$ cat src/rtl/sign_extender.sv
`default_nettype none
// ============================================================================
// Module      : sign_extender
// Description : Immediate extender for a MIPS-style datapath. Widens the
//               instruction immediate to the operand width using one of four
//               modes (sign-extend, zero-extend, LUI upper, branch offset <<2).
//               The result is registered with one cycle of latency and a
//               valid flag travels alongside the data.
// Revision    : 1.0 - initial release
// ============================================================================
module sign_extender #(
  parameter int IN_WIDTH  = 16,
  parameter int OUT_WIDTH = 32
) (
  input  logic                 clk,
  input  logic                 rst_n,
  input  logic                 in_valid,
  input  logic [1:0]           mode,
  input  logic [IN_WIDTH-1:0]  data_in,
  output logic                 out_valid,
  output logic [OUT_WIDTH-1:0] data_out
);

  // Number of bits added above the immediate.
  localparam int c_EXT_W = OUT_WIDTH - IN_WIDTH;

  localparam logic [1:0] c_MODE_SEXT = 2'b00;
  localparam logic [1:0] c_MODE_ZEXT = 2'b01;
  localparam logic [1:0] c_MODE_LUI  = 2'b10;
  localparam logic [1:0] c_MODE_BR   = 2'b11;

  logic [OUT_WIDTH-1:0] w_sext;
  logic [OUT_WIDTH-1:0] w_zext;
  logic [OUT_WIDTH-1:0] w_ext;
  logic [OUT_WIDTH-1:0] data_d;
  logic [OUT_WIDTH-1:0] data_q;
  logic                 valid_q;

  assign w_sext = {{c_EXT_W{data_in[IN_WIDTH-1]}}, data_in};
  assign w_zext = {{c_EXT_W{1'b0}}, data_in};

  // Select the extension; shifts drop bits off the top of the output width,
  // which also truncates the immediate in LUI mode when the output is narrow.
  always_comb begin
    w_ext = w_sext;
    case (mode)
      c_MODE_SEXT: w_ext = w_sext;
      c_MODE_ZEXT: w_ext = w_zext;
      c_MODE_LUI:  w_ext = w_zext << c_EXT_W;
      c_MODE_BR:   w_ext = w_sext << 2;
      default:     w_ext = w_sext;
    endcase
  end

  // Capture a new result only for valid inputs so idle-cycle data is ignored.
  always_comb begin
    data_d = data_q;
    if (in_valid) begin
      data_d = w_ext;
    end
  end

  // Output registers; reset clears them immediately, independent of clk.
  always_ff @(posedge clk or negedge rst_n) begin
    if (!rst_n) begin
      data_q  <= '0;
      valid_q <= 1'b0;
    end else begin
      data_q  <= data_d;
      valid_q <= in_valid;
    end
  end

  assign data_out  = data_q;
  assign out_valid = valid_q;

endmodule
`default_nettype wire

$ cat config.mk
export PLATFORM = sky130hd
export DESIGN_NAME = sign_extender
export DESIGN_NICKNAME = d
export VERILOG_FILES = /design/src/rtl/sign_extender.sv
export SDC_FILE = /design/constraint.sdc
export NUM_CORES = 1
export LEC_CHECK = 0
export CAP_MARGIN = 15
export CORE_MARGIN = 4
export CORE_UTILIZATION = 45
export DETAILED_ROUTE_END_ITERATION = 10
export PLACE_DENSITY_LB_ADDON = 0.12
export SYNTH_ARGS = -nofsm -noshare
export SYNTH_HDL_FRONTEND = slang
export SYNTH_SLANG_ARGS = --single-unit
$ cat constraint.sdc
create_clock -name clk -period 0.9 [get_ports clk]
set_input_delay 0.135 -clock clk [delete_from_list [all_inputs] [get_ports clk]]
set_output_delay 0.135 -clock clk [all_outputs]
set_load 0.02 [all_outputs]
==> run_results.csv <==
group,metric,value,unit
clocking,root_buffer,"clkbuf_4",
critical_path,worstPathCellList,"buf_6",
place,gp_congestion,0.763,
die,initial_utilization,47.9,%
power,p_leak,1.21,nW
place,port_buffers,53,
run_status,violations,"setup timing",
place,dp_hpwl,2950,um
critical_path,crit_type,"register to output port",
timing,rsz0062_at_grt,"yes",
run_status,status,"finished with violations",
critical_path,worstPathRequired,760,ps
cells_and_area,finalNetCount,260,
clocking,clock_path_buffers,2,
job,drv_cap,0,
clocking,clock-sinks,33,
die,die_h,68.3,um
routing,drt_first_pass_iters,4,
synthesis,synth_xor_area_share,0,%
synthesis,synth_seq_area_share,50.4,%
die,core_area,3420,sq um
synthesis,synthesis.instances,161,
critical_path,cp_slowest_cell,"dfrtp_1",
synthesis,syn-cell-area,1640,sq um
synthesis,synth-simple-area-share,15.9,%
die,die_x,68.3,um
synthesis,synth_top_family_by_area,"simple AND/OR/NAND/NOR gates",
global_routing,grt_start_max_net_pins,34,
critical_path,cp_slowest_stage_delay,420,ps
synthesis,synthAdderAreaFrac,0,%
timing,setup_ws,-148,ps
clocking,hold_buffers,0,
power,pwr-share-clk,31.5,%
power,power.density,1710,nW/um^2
critical_path,regToRegStartpoint,"data_out[3]$_DFFE_PN0P_",
power,p_int,0.00318,W
timing,final.min_clock_period,1050,ps
synthesis,ys_types,18,
critical_path,cp-end-kind,"output port",
global_routing,grt_usage,20.5,%
timing,timing.final.crit_share,116,%
timing,setup_viol,36,
routing,antenna_left,0,
die,die_area,4670,sq um
clocking,htreeDepth,2,
power,p_sw_share,28.1,%
critical_path,cp-start-kind,"register",
cells_and_area,syn2layout_area_growth,57.9,%
synthesis,synthMuxAreaShare,9.17,%
clocking,cts_tree,"yes",
timing,final_hold_viol_count,0,
routing,remaining_drc_errors,0,
timing,max_slew_margin,81.3,%
routing,wl_per_cell,15.3,um
worst_hold_path,holdCritPathClass,"input pin to async pin",
timing,slew_violations,0,
power,max-vdd-ir-drop,1.58,mV
clocking,clk_pin_slew,110,ps
critical_path,arrival,910,ps
clocking,clock_latency,350,ps
die,num_io_pins,54,
timing,fin_worst_skew,0,ps
timing,fin_tns_setup,-4290,ps
cells_and_area,drive_gt1_share,35.4,%
critical_path,crit_buf_inv,1,
cells_and_area,n_antenna_cell,0,
synthesis,avgSynthCellArea,10.2,sq um
routing,drt_wl_total,4390,um
global_routing,grt_pass1_wl,7100,um
global_routing,grt_pass1_vias,1507,
routing,avgViaCountPerCell,5.23,
synthesis,yosys_warnings,0,
critical_path,cp_max_fo,2,
power,comb_power_share,28.6,%
place,place_ws,-573,ps
die,num_rows,21,
power,pwr-share-seq,39.9,%
clocking,cts_made_buffers,5,
critical_path,path_delay_family,"flip-flops",
routing,via_count,1497,
global_routing,antenna_found_initial,0,
synthesis,syn_nets,182,
global_routing,overflow,0,
timing,fmax,954,MHz
timing,worstMarginPinSlew,281,ps
synthesis,synth_compound_area_share,14.5,%
routing,drt_iter0_drc,71,
critical_path,cp-startpoint,"data_out[27]$_DFFE_PN0P_",
power,p_sw,0.00124,W
synthesis,ys_ff_latch,33,
worst paths after layout:
check	slack (ps)	cells after the start	to
min in group clk	230	3	data_out[31]$_DFFE_PN0P_
worst max-delay path	-150	1	data_out[27]
worst min register to register	540	2	data_out[0]$_DFFE_PN0P_
worst min-delay path	140	2	out_valid$_DFF_PN0_
max in group asynchronous	570	2	data_out[3]$_DFFE_PN0P_
worst max register to register	-40	4	data_out[3]$_DFFE_PN0P_
cells in the final DEF, fill, tap and decap left out, types with 3 or more instances in the layout:
master / synthesis / final
dlygate4sd2_1: 0 / 3
mux2i_1: 15 / 15
nand2b_1: 15 / 15
clkdlybuf4s50_1: 0 / 16
o221ai_1: 15 / 13
clkbuf_4: 0 / 5
a31oi_1: 14 / 14
nand3_1: 14 / 14
dfrtp_1: 33 / 33
inv_1: 17 / 15
buf_4: 1 / 31
nor2_2: 0 / 3
nor2_1: 14 / 11
buf_6: 3 / 33
power groups by stage:
stage	clock network, W	logic, W	registers [W]
floorplan	0	0.000330	0.00194
global placement	0	0.00111	0.00175
detailed placement	0	0.00113	0.00175
CTS	0.00141	0.00121	0.00176
global route	0.00148	0.00136	0.00178
finish	0.00139	0.00127	0.00176
synth_stat cells (all sizes together):
cell      n  share of area [%]
clkbuf    1               0.23
nand3b    2               0.92
nand2     1               0.38
a31oi    14                5.3
nor2b     1               0.38
nand4bb   1               0.99
buf      15                5.9
dfrtp    33                 50
nand2b   15                5.7
nor2     14                3.2
a31o      1               0.53
o221ai   15                8.0
inv      17                3.9
o21ai     2               0.61
nand3    14                4.3
mux2i    15                9.2
flip-flops by register name, summed over array words and instances (netlist names):
name and flops:
out_valid 1, data_out 32
repair_timing:
item | CTS | global route
pin swaps | 1 | 1
cloned | 1 | 0
resized for setup | 204 | 6
setup endpoints to repair | 54 | 35
setup buffers | 6 | 9
area by class of cell:
class	instances	area [sq um]
fillers	256	830
flip-flops and latches	33	826
multi-input cells	96	701
clock inverters	3	65.1
well taps	46	57.6
clock buffers	5	37.5
inverters	17	63.8
repair buffers	86	836
metal layers:
layer | GRT usage (%) | share of wire [%] | routed length (um) | vias to the layer above
li1 | - | - | - | 725
met3 | 6.40 | 5.0 | 221 | 4
met4 | 5.21 | 0.84 | 37 | 0
met5 | 0 | 0 | 0 | -
met2 | 34.1 | 50 | 2190 | 43
met1 | 25.7 | 44 | 1940 | 725
per-stage QoR:
step / power, W / instance area (sq um) / util (%) / std cells / hold WS (ps)
4_1_cts: 0.00438 / 2520 / 73.7 / 279 / 149
2_1_floorplan: 0.00227 / 1640 / - / 161 / -161
5_1_grt: 0.00462 / 2590 / 75.7 / 286 / 144
3_5_place_dp: 0.00288 / 2300 / 67.2 / 264 / 502
3_3_place_gp: 0.00286 / 2300 / 67.2 / 264 / 499
6_report: 0.00442 / 2590 / 75.7 / 286 / 144
kinds of logic (layout without fill, tap and decap cells):
logic type             count (synthesis)  in the layout
AOI/OAI and AO/OA                     32             32
buffers and inverters                 33            111
DFF                                   33             33
muxes                                 15             15
and+or+nand+nor                       48             49
(Power assumes the default switching activity.)
